## config.mk

```make
export PLATFORM = sky130hd
export DESIGN_NAME = writeback_ctrl_flat
export DESIGN_NICKNAME = d
export VERILOG_FILES = /design/src/rtl/cpu_wb_pkg.sv /design/src/rtl/writeback_ctrl_if.sv /design/src/rtl/wb_fwd_cmp.sv /design/src/rtl/writeback_ctrl.sv /design/src/flat_wrapper.sv
export SDC_FILE = /design/constraint.sdc
export NUM_CORES = 1
export LEC_CHECK = 0
export CAP_MARGIN = 10
export CORE_ASPECT_RATIO = 1.75
export CORE_MARGIN = 1
export CORE_UTILIZATION = 30
export DETAILED_ROUTE_END_ITERATION = 6
export PLACE_DENSITY_LB_ADDON = 0.12
export SYNTH_ARGS = -nofsm -noshare
export SYNTH_HDL_FRONTEND = slang
export SYNTH_SLANG_ARGS = --single-unit
```

## constraint.sdc

```tcl
create_clock -name clock -period 3.8 [get_ports clock]
set_input_delay 1.14 -clock clock [delete_from_list [all_inputs] [get_ports clock]]
set_output_delay 1.14 -clock clock [all_outputs]
set_load 0.01 [all_outputs]
```

## src/rtl/cpu_wb_pkg.sv

```systemverilog
// Shared write-back definitions: FSM state encoding, link register and the
// opcodes the control unit also decodes.
package cpu_wb_pkg;

    typedef enum logic [1:0] {
        StIdle,
        StWaitMem,
        StCommit
    } wb_state_e;

    localparam logic [4:0] REG_RA = 5'd31;

    localparam logic [5:0] OP_LW  = 6'b100011;
    localparam logic [5:0] OP_JAL = 6'b000011;

    // JAL always links into $ra; otherwise R-type writes rd, I-type writes rt.
    function automatic logic [4:0] wb_dest(input logic       jal,
                                           input logic       regdst,
                                           input logic [4:0] rt,
                                           input logic [4:0] rd);
        if (jal) begin
            return REG_RA;
        end else if (regdst) begin
            return rd;
        end
        return rt;
    endfunction

endpackage

```

## src/rtl/writeback_ctrl_if.sv

```systemverilog
// Request, memory-return and register-file write bundle for writeback_ctrl.
// Forwarding signals exist only when WB_BYPASS_EN is defined.
interface writeback_ctrl_if;

    logic        req_valid;
    logic        req_ready;
    logic [31:0] req_instr;
    logic        req_regwrite;
    logic        req_memtoreg;
    logic        req_regdst;
    logic        req_jal;
    logic [31:0] req_alu_result;
    logic [31:0] req_pc_plus4;
    logic        mem_rvalid;
    logic [31:0] mem_rdata;
    logic        wb_we;
    logic [4:0]  wb_addr;
    logic [31:0] wb_data;
    logic        wb_err;
    logic        busy;
`ifdef WB_BYPASS_EN
    logic [4:0]  rs_addr;
    logic [4:0]  rt_addr;
    logic        fwd_rs_hit;
    logic        fwd_rt_hit;
    logic [31:0] fwd_data;
    logic        fwd_stall;

    modport slave (
        input  req_valid, req_instr, req_regwrite, req_memtoreg, req_regdst, req_jal,
        input  req_alu_result, req_pc_plus4, mem_rvalid, mem_rdata, rs_addr, rt_addr,
        output req_ready, wb_we, wb_addr, wb_data, wb_err, busy,
        output fwd_rs_hit, fwd_rt_hit, fwd_data, fwd_stall
    );

    modport master (
        output req_valid, req_instr, req_regwrite, req_memtoreg, req_regdst, req_jal,
        output req_alu_result, req_pc_plus4, mem_rvalid, mem_rdata, rs_addr, rt_addr,
        input  req_ready, wb_we, wb_addr, wb_data, wb_err, busy,
        input  fwd_rs_hit, fwd_rt_hit, fwd_data, fwd_stall
    );
`else
    modport slave (
        input  req_valid, req_instr, req_regwrite, req_memtoreg, req_regdst, req_jal,
        input  req_alu_result, req_pc_plus4, mem_rvalid, mem_rdata,
        output req_ready, wb_we, wb_addr, wb_data, wb_err, busy
    );

    modport master (
        output req_valid, req_instr, req_regwrite, req_memtoreg, req_regdst, req_jal,
        output req_alu_result, req_pc_plus4, mem_rvalid, mem_rdata,
        input  req_ready, wb_we, wb_addr, wb_data, wb_err, busy
    );
`endif

endinterface

```

## src/rtl/wb_fwd_cmp.sv

```systemverilog
// Decoder-operand comparators against the pending write-back: forward when the
// write is committing, stall when it is still waiting on data memory.
module wb_fwd_cmp
    import cpu_wb_pkg::*;
(
    input  wb_state_e   state,
    input  logic [4:0]  wb_addr,
    input  logic [31:0] wb_data,
    input  logic [4:0]  rs_addr,
    input  logic [4:0]  rt_addr,
    output logic        fwd_rs_hit,
    output logic        fwd_rt_hit,
    output logic [31:0] fwd_data,
    output logic        fwd_stall
);

    logic rs_match;
    logic rt_match;

    assign rs_match   = (rs_addr == wb_addr) && (wb_addr != 5'd0);
    assign rt_match   = (rt_addr == wb_addr) && (wb_addr != 5'd0);

    assign fwd_rs_hit = (state == StCommit) && rs_match;
    assign fwd_rt_hit = (state == StCommit) && rt_match;
    assign fwd_data   = (state == StCommit) ? wb_data : 32'd0;
    assign fwd_stall  = (state == StWaitMem) && (rs_match || rt_match);

endmodule

```

## src/rtl/writeback_ctrl.sv

```systemverilog
// Register-file write-back controller: accepts retiring instructions, waits for
// load data with a timeout and issues one registered write. Option: WB_BYPASS_EN.
module writeback_ctrl
    import cpu_wb_pkg::*;
#(
    parameter int unsigned MEM_TIMEOUT = 16
) (
    input logic             clock,
    input logic             reset,
    writeback_ctrl_if.slave bus
);

    wb_state_e   state_q;
    logic [7:0]  cnt_q;
    logic        wb_we_q;
    logic [4:0]  wb_addr_q;
    logic [31:0] wb_data_q;
    logic        wb_err_q;

    logic        accept;
    logic [4:0]  dest;
    logic        unused_instr;

    assign bus.req_ready = (state_q == StIdle) || (state_q == StCommit);
    assign accept        = bus.req_valid && bus.req_ready;
    assign dest          = wb_dest(bus.req_jal, bus.req_regdst,
                                   bus.req_instr[20:16], bus.req_instr[15:11]);
    assign unused_instr  = ^{bus.req_instr[31:21], bus.req_instr[10:0]};

    always_ff @(posedge clock or posedge reset) begin
        if (reset) begin
            state_q   <= StIdle;
            cnt_q     <= 8'd0;
            wb_we_q   <= 1'b0;
            wb_addr_q <= 5'd0;
            wb_data_q <= 32'd0;
            wb_err_q  <= 1'b0;
        end else begin
            wb_we_q  <= 1'b0;
            wb_err_q <= 1'b0;
            unique case (state_q)
                // COMMIT accepts like IDLE so ALU writes can retire every cycle.
                StIdle, StCommit: begin
                    state_q <= StIdle;
                    if (accept && bus.req_regwrite && (dest != 5'd0)) begin
                        wb_addr_q <= dest;
                        if (bus.req_memtoreg) begin
                            cnt_q   <= 8'd0;
                            state_q <= StWaitMem;
                        end else begin
                            wb_data_q <= bus.req_jal ? bus.req_pc_plus4 : bus.req_alu_result;
                            wb_we_q   <= 1'b1;
                            state_q   <= StCommit;
                        end
                    end
                end
                StWaitMem: begin
                    // Data arriving on the expiry cycle still commits.
                    if (bus.mem_rvalid) begin
                        wb_data_q <= bus.mem_rdata;
                        wb_we_q   <= 1'b1;
                        state_q   <= StCommit;
                    end else if (cnt_q == 8'(MEM_TIMEOUT - 1)) begin
                        wb_err_q <= 1'b1;
                        state_q  <= StIdle;
                    end else begin
                        cnt_q <= cnt_q + 8'd1;
                    end
                end
                default: state_q <= StIdle;
            endcase
        end
    end

    assign bus.wb_we   = wb_we_q;
    assign bus.wb_addr = wb_addr_q;
    assign bus.wb_data = wb_data_q;
    assign bus.wb_err  = wb_err_q;
    assign bus.busy    = (state_q != StIdle);

`ifdef WB_BYPASS_EN
    wb_fwd_cmp u_fwd_cmp (
        .state      (state_q),
        .wb_addr    (wb_addr_q),
        .wb_data    (wb_data_q),
        .rs_addr    (bus.rs_addr),
        .rt_addr    (bus.rt_addr),
        .fwd_rs_hit (bus.fwd_rs_hit),
        .fwd_rt_hit (bus.fwd_rt_hit),
        .fwd_data   (bus.fwd_data),
        .fwd_stall  (bus.fwd_stall)
    );
`endif

endmodule

```

## src/flat_wrapper.sv

```systemverilog
// flat-port wrapper written by rule: the top's interface ports become plain ports
module writeback_ctrl_flat import cpu_wb_pkg::*;
#(
    parameter int unsigned MEM_TIMEOUT = 16
)
  (clock, reset, bus_req_valid, bus_req_instr, bus_req_regwrite, bus_req_memtoreg, bus_req_regdst, bus_req_jal, bus_req_alu_result, bus_req_pc_plus4, bus_mem_rvalid, bus_mem_rdata, bus_req_ready, bus_wb_we, bus_wb_addr, bus_wb_data, bus_wb_err, bus_busy);
  writeback_ctrl_if bus_i ();
  input logic clock;
  input logic reset;
  input wire logic [$bits(bus_i.req_valid)-1:0] bus_req_valid;
  input wire logic [$bits(bus_i.req_instr)-1:0] bus_req_instr;
  input wire logic [$bits(bus_i.req_regwrite)-1:0] bus_req_regwrite;
  input wire logic [$bits(bus_i.req_memtoreg)-1:0] bus_req_memtoreg;
  input wire logic [$bits(bus_i.req_regdst)-1:0] bus_req_regdst;
  input wire logic [$bits(bus_i.req_jal)-1:0] bus_req_jal;
  input wire logic [$bits(bus_i.req_alu_result)-1:0] bus_req_alu_result;
  input wire logic [$bits(bus_i.req_pc_plus4)-1:0] bus_req_pc_plus4;
  input wire logic [$bits(bus_i.mem_rvalid)-1:0] bus_mem_rvalid;
  input wire logic [$bits(bus_i.mem_rdata)-1:0] bus_mem_rdata;
  output wire logic [$bits(bus_i.req_ready)-1:0] bus_req_ready;
  output wire logic [$bits(bus_i.wb_we)-1:0] bus_wb_we;
  output wire logic [$bits(bus_i.wb_addr)-1:0] bus_wb_addr;
  output wire logic [$bits(bus_i.wb_data)-1:0] bus_wb_data;
  output wire logic [$bits(bus_i.wb_err)-1:0] bus_wb_err;
  output wire logic [$bits(bus_i.busy)-1:0] bus_busy;
  assign bus_i.req_valid = bus_req_valid;
  assign bus_i.req_instr = bus_req_instr;
  assign bus_i.req_regwrite = bus_req_regwrite;
  assign bus_i.req_memtoreg = bus_req_memtoreg;
  assign bus_i.req_regdst = bus_req_regdst;
  assign bus_i.req_jal = bus_req_jal;
  assign bus_i.req_alu_result = bus_req_alu_result;
  assign bus_i.req_pc_plus4 = bus_req_pc_plus4;
  assign bus_i.mem_rvalid = bus_mem_rvalid;
  assign bus_i.mem_rdata = bus_mem_rdata;
  assign bus_req_ready = bus_i.req_ready;
  assign bus_wb_we = bus_i.wb_we;
  assign bus_wb_addr = bus_i.wb_addr;
  assign bus_wb_data = bus_i.wb_data;
  assign bus_wb_err = bus_i.wb_err;
  assign bus_busy = bus_i.busy;
  writeback_ctrl #(.MEM_TIMEOUT(MEM_TIMEOUT)) u_core (.clock(clock), .reset(reset), .bus(bus_i));
endmodule
```

==> flow_summary.json, run 1 <==
{
  "p_clk_frac": 0.210,
  "finalWirelength_mm": 8.29,
  "grt_pass1_vias": 2713,
  "fill_cells": 899,
  "syn_area_mm2": 0.00290,
  "grt_max_degree": 35,
  "multi_input_area_mm2": 0.00153,
  "cp_slowest_cell": "clkdlybuf4s50_1",
  "crit_start": "bus_req_regdst",
  "ant_nets": 0,
  "port_buffers": 154,
  "yosys-mux-area-fraction": 0.279,
  "cts.sink_count": 49,
  "required_ps": 3970,
  "final_layout_size_suffix_gt1_frac": 0.129,
  "synth-edff-count": 0,
  "seqPwrFrac": 0.336,
  "synth_top_family_by_area": "multiplexers",
  "ys.warnings.count": 0,
  "ys_types": 36,
  "switching_share": 0.288,
  "cts_buffer_depth": 2,
  "avgViaCountPerCell": 4.67,
  "cts_buffers": 5,
  "synth_seq_cells": 49,
  "drt_iter0_markers": 62,
  "synth_ff_type": "dfrtp_1",
  "dpl_cell_area_mm2": 0.00454,
  "p_sw_uw": 720,
  "die_h_um": 132,
  "startpoint_type": "input port",
  "comb_power_share": 0.454,
  "end_kind": "register",
  "synth_fa_ha_area_frac": 0.00432,
  "outcome": "completed",
  "max-slew-margin-rel": 0.554,
  "seqCellArea_mm2": 0.00123,
  "fin_crit_sh": 0.826,
  "ys_seq_area_frac": 0.423,
  "yosys.area_share.simple": 0.112,
  "syn_inst": 275,
  "rsz0062_at_grt": "no",
  "first_pass_iters": 5,
  "hp-class": "reg -> reg",
  "setup_viol": 0,
  "utilization": 0.501,
  "dp_hpwl_mm": 6.48,
  "hold_viol": 0,
  "grt_pass1_wl_mm": 13.4,
  "overflow": 0,
  "crit_fanout": 12,
  "dieArea_mm2": 0.0101,
  "nets": 564,
  "antenna_found_initial": 0,
  "worst_pin_slew_ps": 668,
  "globalplace.congestion": 0.770,
  "fin_skew_ps": 4.57,
  "drcViolationCount": 0,
  "cts.htree.levels": 2,
  "cts-resized-gates": 0,
  "diodes": 0,
  "slew_violations": 0,
  "async_flop_share": 1.00,
  "final_common_cell": "clkdlybuf4s50_1",
  "design_area_mm2": 0.00472,
  "cts-root-buf": "clkbuf_16",
  "p_int_uw": 1780,
  "num_io_pins": 177,
  "path_buf_inv": 3,
  "cts_setup_buffers": 0,
  "num_vias": 2571,
  "cts_tree": "built",
  "cts_hold_buf": 0,
  "grt_usage": 0.168,
  "start_util": 0.308,
  "synth_compound_area_frac": 0.128,
  "ir_drop_uv": 326,
  "fp.dieW_um": 76.3,
  "setup_tns_ps": 0,
  "clk_pin_slew_worst_paths_ps": 70,
  "yosysTopAreaCellShare": 0.423,
  "worstReg2RegStart": "u_core.state_q[0]$_DFFE_PP0P_",
  "arrival_ps": 3300,
  "path_cells": "clkdlybuf4s50_1 -> buf_4 -> a211o_1 -> o41ai_2 -> a221o_2 -> buf_4 -> mux2_1",
  "yosysTopAreaCell": "dfrtp_1",
  "netlist_top_cells_area": "dfrtp_1, mux2_4, mux2i_1",
  "clk_latency_ps": 280,
  "critPathTopFamily": "compound AO/OA/AOI/OAI gates",
  "maxCapViolCount": 0,
  "leakage_uw": 0.00210,
  "avgSynthCellArea_um2": 10.5,
  "fin_crit_ps": 3140,
  "syn-num-nets": 412,
  "min-delay-start": "u_core.bus.wb_addr[4]$_DFFE_PP0P_",
  "cpMostUsedCell": "buf_4",
  "layout_common_cells": "clkdlybuf4s50_1, dfrtp_1, nand2_1",
  "worstSetupPathType": "in -> reg",
  "power_density_mw_per_mm2": 529,
  "synthXorXnorAreaFrac": 0,
  "synthToLayoutAreaGrowth_pct": 62.8,
  "core_area_mm2": 0.00941,
  "slowest_delay_ps": 420,
  "rows": 47,
  "fmax_mhz": 319,
  "wl_per_cell_um": 15.1
}
[per-stage QoR]
step / cells / setup slack [ps] / hold WS, ps / total power (µW)
after floorplan: 275 / 1080 / 485 / 1390
after global placement: 542 / 383 / 461 / 1980
after detailed placement: 542 / 358 / 470 / 2000
after CTS: 550 / 655 / 485 / 2530
after global routing: 550 / 587 / 507 / 2630
final: 550 / 661 / 479 / 2500
[cell usage after synthesis, types with 2 or more instances]
cell and n:
dfrtp_1 49, mux2_1 4, buf_1 4, and3_1 4
a211oi_1 4, clkbuf_1 3, o21ai_1 2, mux2i_1 33
nor2b_1 5, nand2b_1 2, o21ai_0 38, nand3_1 6
inv_2 3, mux2_4 28, or4_1 2, nand2_1 43
a21o_1 5, nor2_1 6, buf_2 6, inv_1 4
buf_12 3, nor3_1 3, a21oi_1 3, o31ai_1 3
[kinds of logic after synthesis]
| family | after synthesis |
|---|---|
| adders and majority gates | 1 |
| muxes | 66 |
| DFF | 49 |
| buffers and inverters | 24 |
| and+or+nand+nor | 73 |
| AOI/OAI and AO/OA | 62 |
[tightest hold or removal path, stage by stage, from the launching register on]
cell     delay (ps)
dfrtp_1         340
nand2_1          40
o21ai_0          60
[power by group through the flow]
| stage | registers, µW | logic, µW | clock network [µW] |
|---|---|---|---|
| after CTS | 841 | 1160 | 536 |
| after detailed placement | 849 | 1150 | 0 |
| after global placement | 838 | 1150 | 0 |
| after global routing | 867 | 1210 | 561 |
| final | 839 | 1130 | 524 |
| after floorplan | 930 | 458 | 0 |
[state kept, by name (all words and copies together), names as in the netlist]
signal and cells:
u_core.state_q 2, u_core.bus.wb_we 1, u_core.bus.wb_addr 5, u_core.bus.wb_data 32
u_core.bus.wb_err 1, u_core.cnt_q 8
[layout make-up]
class                   count  share of cell area
flip-flops and latches     49               0.260
clock buffers               6              0.0295
repair buffers            162               0.341
clock inverters             2             0.00796
multi-input cells         202               0.323
well taps                 122              0.0324
inverters                   7             0.00557
[layer usage]
| layer | vias to the layer above | GRT usage | wire length (µm) |
|---|---|---|---|
| met5 | - | 0 | 0 |
| met4 | 0 | 0.0556 | 147 |
| met3 | 8 | 0.0298 | 356 |
| met2 | 80 | 0.339 | 4700 |
| met1 | 1204 | 0.167 | 3080 |
| li1 | 1279 | - | - |
[worst paths after layout]
check,endpoint,slack [ps],cells after the start
setup / recovery,u_core.bus.wb_data[25]$_DFFE_PP0P_,660,7
setup reg to reg,u_core.cnt_q[0]$_DFFE_PP0P_,1620,7
max in group asynchronous,u_core.bus.wb_data[28]$_DFFE_PP0P_,2070,3
min in group asynchronous,u_core.bus.wb_data[11]$_DFFE_PP0P_,1150,2
hold reg to reg,u_core.bus.wb_addr[4]$_DFFE_PP0P_,480,2
hold / removal,u_core.bus.wb_addr[4]$_DFFE_PP0P_,480,2
Note: power is estimated with default switching activity, not from simulation.
==> run 2: changes to the inputs <==
==> constraint.sdc (replaced) <==
create_clock -name clock -period 3.2 [get_ports clock]
set_input_delay 0.96 -clock clock [delete_from_list [all_inputs] [get_ports clock]]
set_output_delay 0.96 -clock clock [all_outputs]
set_load 0.01 [all_outputs]
==> flow_summary.json, run 2 (synthesized netlist as in run 1, its figures left out) <==
{
  "outcome": "completed",
  "port_buffers": 154,
  "power_density_mw_per_mm2": 633,
  "crit_start": "bus_req_regdst",
  "crit_fanout": 21,
  "cts_tree": "built",
  "setup_viol": 0,
  "max-slew-margin-rel": 0.651,
  "cts-resized-gates": 0,
  "cts-root-buf": "clkbuf_16",
  "wl_per_cell_um": 14.9,
  "dieArea_mm2": 0.0101,
  "min_path_cells": 2,
  "drcViolationCount": 0,
  "dp_hpwl_mm": 6.49,
  "largest_reg_flops": 32,
  "cts.sink_count": 49,
  "final_layout_size_suffix_gt1_frac": 0.135,
  "design_area_mm2": 0.00476,
  "required_ps": 3360,
  "grt_pass1_vias": 2530,
  "cts_hold_buf": 0,
  "ir_drop_uv": 308,
  "hold_viol": 0,
  "end_kind": "register",
  "min-delay-start": "u_core.bus.wb_addr[0]$_DFFE_PP0P_",
  "fmax_mhz": 341,
  "num_io_pins": 177,
  "reg2reg_slack_ps": 1280,
  "diodes": 0,
  "first_pass_iters": 4,
  "worstReg2RegStart": "u_core.state_q[0]$_DFFE_PP0P_",
  "fin_crit_ps": 2940,
  "synthToLayoutAreaGrowth_pct": 64.5,
  "grt_pass1_wl_mm": 12.8,
  "start_util": 0.308,
  "fp.dieW_um": 76.3,
  "final_common_cell": "clkdlybuf4s50_1",
  "worstSetupPathType": "in -> reg",
  "arrival_ps": 3100,
  "fin_skew_ps": 4.56,
  "core_area_mm2": 0.00941,
  "clk_pin_slew_worst_paths_ps": 60,
  "worst_pin_slew_ps": 524,
  "cts.htree.levels": 2,
  "overflow": 0,
  "rsz0062_at_grt": "no",
  "fin_crit_sh": 0.917,
  "hp-class": "reg -> reg",
  "rr_worst_depth": 6,
  "rows": 47,
  "drt_iter0_markers": 78,
  "layout_common_cells": "clkdlybuf4s50_1, dfrtp_1, nand2_1",
  "reg2reg_to": "u_core.bus.wb_data[24]$_DFFE_PP0P_",
  "antenna_found_initial": 0,
  "ant_nets": 0,
  "dpl_cell_area_mm2": 0.00457,
  "globalplace.congestion": 0.766,
  "grt_usage": 0.164,
  "hold_slack_ps": 472,
  "startpoint_type": "input port",
  "finalWirelength_mm": 8.23,
  "num_vias": 2561,
  "maxCapViolCount": 0,
  "leakage_uw": 0.00214,
  "clk_latency_ps": 280,
  "nets": 567,
  "cts_buffers": 5,
  "totalPowerFinal_uw": 3020,
  "cts_buffer_depth": 2,
  "grt_max_degree": 35,
  "avgViaCountPerCell": 4.63,
  "slew_violations": 0,
  "utilization": 0.506,
  "fill_cells": 904,
  "min_to": "u_core.bus.wb_addr[0]$_DFFE_PP0P_",
  "die_h_um": 132,
  "cts_setup_buffers": 0
}
[run 2: layout make-up]
class / instances / area, µm² / share of cell area
clock buffer: 5 / 125 / 0.0263
clock inverter: 3 / 65.1 / 0.0137
inverter: 7 / 26.3 / 0.00551
multi-input combinational: 202 / 1530 / 0.320
sequential: 49 / 1230 / 0.257
tap: 122 / 153 / 0.0320
timing repair buffer: 165 / 1640 / 0.345
[run 2: through the flow]
step / setup slack, ps / TNS (ps) / cells
floorplan: 664 / 0 / 275
detailed placement: -44.1 / -315 / 545
global placement: -28.4 / -182 / 545
CTS: 253 / 0 / 553
global route: 145 / 0 / 553
finish: 265 / 0 / 553
[run 2: report_power, final]
group          internal (µW)  total [µW]  switching (µW)
Clock                    446         670             224
Combinational            868        1350             484
Sequential               860         996             136
Total                   2170        3020             844
[run 2: critical path, stage by stage]
cell and delay (ps):
clkdlybuf4s50_1 530, nor2b_1 70, a211o_1 290, o41ai_2 400, a221o_2 300, buf_12 210
mux2_1 340
[run 2: metal layers]
layer | GRT usage | routed length, µm
met5 | 0 | 0
met4 | 0.0641 | 132
met3 | 0.0277 | 329
met2 | 0.329 | 4800
met1 | 0.160 | 2970
[run 2: worst max-delay path by stage]
stage                     slack [ps]                                 end
after floorplan                  660  u_core.bus.wb_data[10]$_DFFE_PP0P_
after global placement           -30  u_core.bus.wb_data[24]$_DFFE_PP0P_
after detailed placement         -40  u_core.bus.wb_data[31]$_DFFE_PP0P_
after CTS                        250  u_core.bus.wb_data[24]$_DFFE_PP0P_
after global routing             150  u_core.bus.wb_data[31]$_DFFE_PP0P_
final                            260  u_core.bus.wb_data[24]$_DFFE_PP0P_
==> run 3: changes to the inputs <==
--- a/config.mk
+++ b/config.mk
@@ -8,7 +8,7 @@
 export CAP_MARGIN = 10
 export CORE_ASPECT_RATIO = 1.75
 export CORE_MARGIN = 1
-export CORE_UTILIZATION = 30
+export CORE_UTILIZATION = 38
 export DETAILED_ROUTE_END_ITERATION = 6
 export PLACE_DENSITY_LB_ADDON = 0.12
 export SYNTH_ARGS = -nofsm -noshare
==> constraint.sdc (replaced) <==
create_clock -name clock -period 3 [get_ports clock]
set_input_delay 0.9 -clock clock [delete_from_list [all_inputs] [get_ports clock]]
set_output_delay 0.9 -clock clock [all_outputs]
set_load 0.01 [all_outputs]
==> flow_summary.json, run 3 (synthesized netlist as in run 1, its figures left out) <==
{
  "outcome": "completed",
  "cts_hold_buf": 0,
  "fin_crit_ps": 2920,
  "core_area_mm2": 0.00728,
  "cts_tree": "built",
  "antenna_found_initial": 0,
  "end_kind": "register",
  "clk_latency_ps": 290,
  "max-slew-margin-rel": 0.585,
  "place_inst": 511,
  "nets": 570,
  "grt_usage": 0.209,
  "met2_wirelength_mm": 4.28,
  "diodes": 0,
  "setup_viol": 0,
  "wl_met1_mm": 2.96,
  "num_vias": 2630,
  "rows": 41,
  "drt_iter0_markers": 86,
  "synthToLayoutAreaGrowth_pct": 62.6,
  "wl_per_cell_um": 15.5,
  "fp.dieW_um": 68.0,
  "layout_common_cells": "clkdlybuf4s50_1, dfrtp_1, nand2_1",
  "start_util": 0.398,
  "hold_slack_ps": 482,
  "cts_buffer_depth": 2,
  "required_ps": 3170,
  "worstSetupPathType": "in -> reg",
  "dpl_cell_area_mm2": 0.00454,
  "fin_skew_ps": 7.26,
  "arrival_ps": 3080,
  "fin_crit_sh": 0.972,
  "worst_pin_slew_ps": 622,
  "fmax_mhz": 343,
  "highest_layer": "met4",
  "overflow": 0,
  "totalPowerFinal_uw": 3090,
  "dieArea_mm2": 0.00799,
  "first_pass_iters": 4,
  "slew_violations": 0,
  "drcViolationCount": 0,
  "maxCapViolCount": 0,
  "cts_buffers": 5,
  "final_common_cell": "clkdlybuf4s50_1",
  "final_layout_size_suffix_gt1_frac": 0.143,
  "largest_reg_flops": 32,
  "rsz0062_at_grt": "no",
  "ant_nets": 0,
  "die_h_um": 117,
  "grt_pass1_wl_mm": 12.7,
  "design_area_mm2": 0.00471,
  "cts-root-buf": "clkbuf_16",
  "finalWirelength_mm": 8.04,
  "hold_viol": 0,
  "hp-class": "reg -> reg",
  "grt_max_degree": 37,
  "cts.sink_count": 49,
  "startpoint_type": "input port",
  "dr_wl_met3_um": 536,
  "port_buffers": 154,
  "dp_hpwl_mm": 6.16,
  "grt_pass1_vias": 2667,
  "ir_drop_uv": 398,
  "utilization": 0.647,
  "cts.htree.levels": 2,
  "avgViaCountPerCell": 5.06,
  "crit_fanout": 18,
  "instances_no_fill": 520,
  "clk_pin_slew_worst_paths_ps": 60,
  "power_density_mw_per_mm2": 656,
  "leakage_uw": 0.00213,
  "num_io_pins": 177,
  "globalplace.congestion": 0.842
}
## run 3: cell types whose count changed in the layout (fill, tap and decap cells not counted), sizes merged
cell    change
clkbuf      +1
buf         +3
clkinv      +1
bufinv      -2
## run 3: what timing repair did
item | in CTS | in global routing
endpoints found under the setup margin | 0 | 32
resized for setup | 0 | 1
setup buffers | 0 | 1
## run 3: worst paths after layout
| path | startpoint | endpoint | slack, ps | depth (start not counted) |
|---|---|---|---|---|
| min in group asynchronous | reset | u_core.bus.wb_data[13]$_DFFE_PP0P_ | 890 | 2 |
| hold reg to reg | u_core.bus.wb_addr[3]$_DFFE_PP0P_ | u_core.bus.wb_addr[3]$_DFFE_PP0P_ | 480 | 2 |
| max in group asynchronous | reset | u_core.bus.wb_data[30]$_DFFE_PP0P_ | 1530 | 3 |
| setup reg to reg | u_core.state_q[0]$_DFFE_PP0P_ | u_core.bus.wb_data[31]$_DFFE_PP0P_ | 940 | 7 |
| hold / removal | u_core.bus.wb_addr[3]$_DFFE_PP0P_ | u_core.bus.wb_addr[3]$_DFFE_PP0P_ | 480 | 2 |
| setup / recovery | bus_req_regdst | u_core.bus.wb_data[31]$_DFFE_PP0P_ | 80 | 9 |
## run 3: critical path, cell delays in order
cell             delay [ps]
clkdlybuf4s50_1         500
buf_4                   170
buf_4                   140
a21oi_2                  50
o41ai_2                 360
buf_4                   210
a221o_2                 220
buf_12                  200
mux2_1                  340
## run 3: per-layer routing
| layer | GRT usage | vias up |
|---|---|---|
| met1 | 0.219 | 1233 |
| met2 | 0.386 | 88 |
| met3 | 0.0339 | 17 |
| li1 | - | 1292 |
| met5 | 0 | - |
| met4 | 0.0872 | 0 |
## run 3: final cells by class
class / instances / area (µm²)
Clock buffer: 6 / 139
Clock inverter: 2 / 13.8
Fill cell: 649 / 2570
Inverter: 7 / 26.3
Multi-Input combinational cell: 202 / 1530
Sequential cell: 49 / 1230
Tap cell: 86 / 108
Timing Repair Buffer: 168 / 1670
## run 3: metrics by stage
step / setup TNS (ps) / setup slack [ps]
floorplan: 0 / 524
finish: 0 / 82.6
global route: 0 / 19.9
global placement: -5370 / -193
detailed placement: -5330 / -198
CTS: 0 / 96.8
## run 3: power by group
group	leakage, µW	switching [µW]	internal (µW)
clock network	0.0000768	239	332
registers	0.000603	146	918
logic	0.00145	523	930
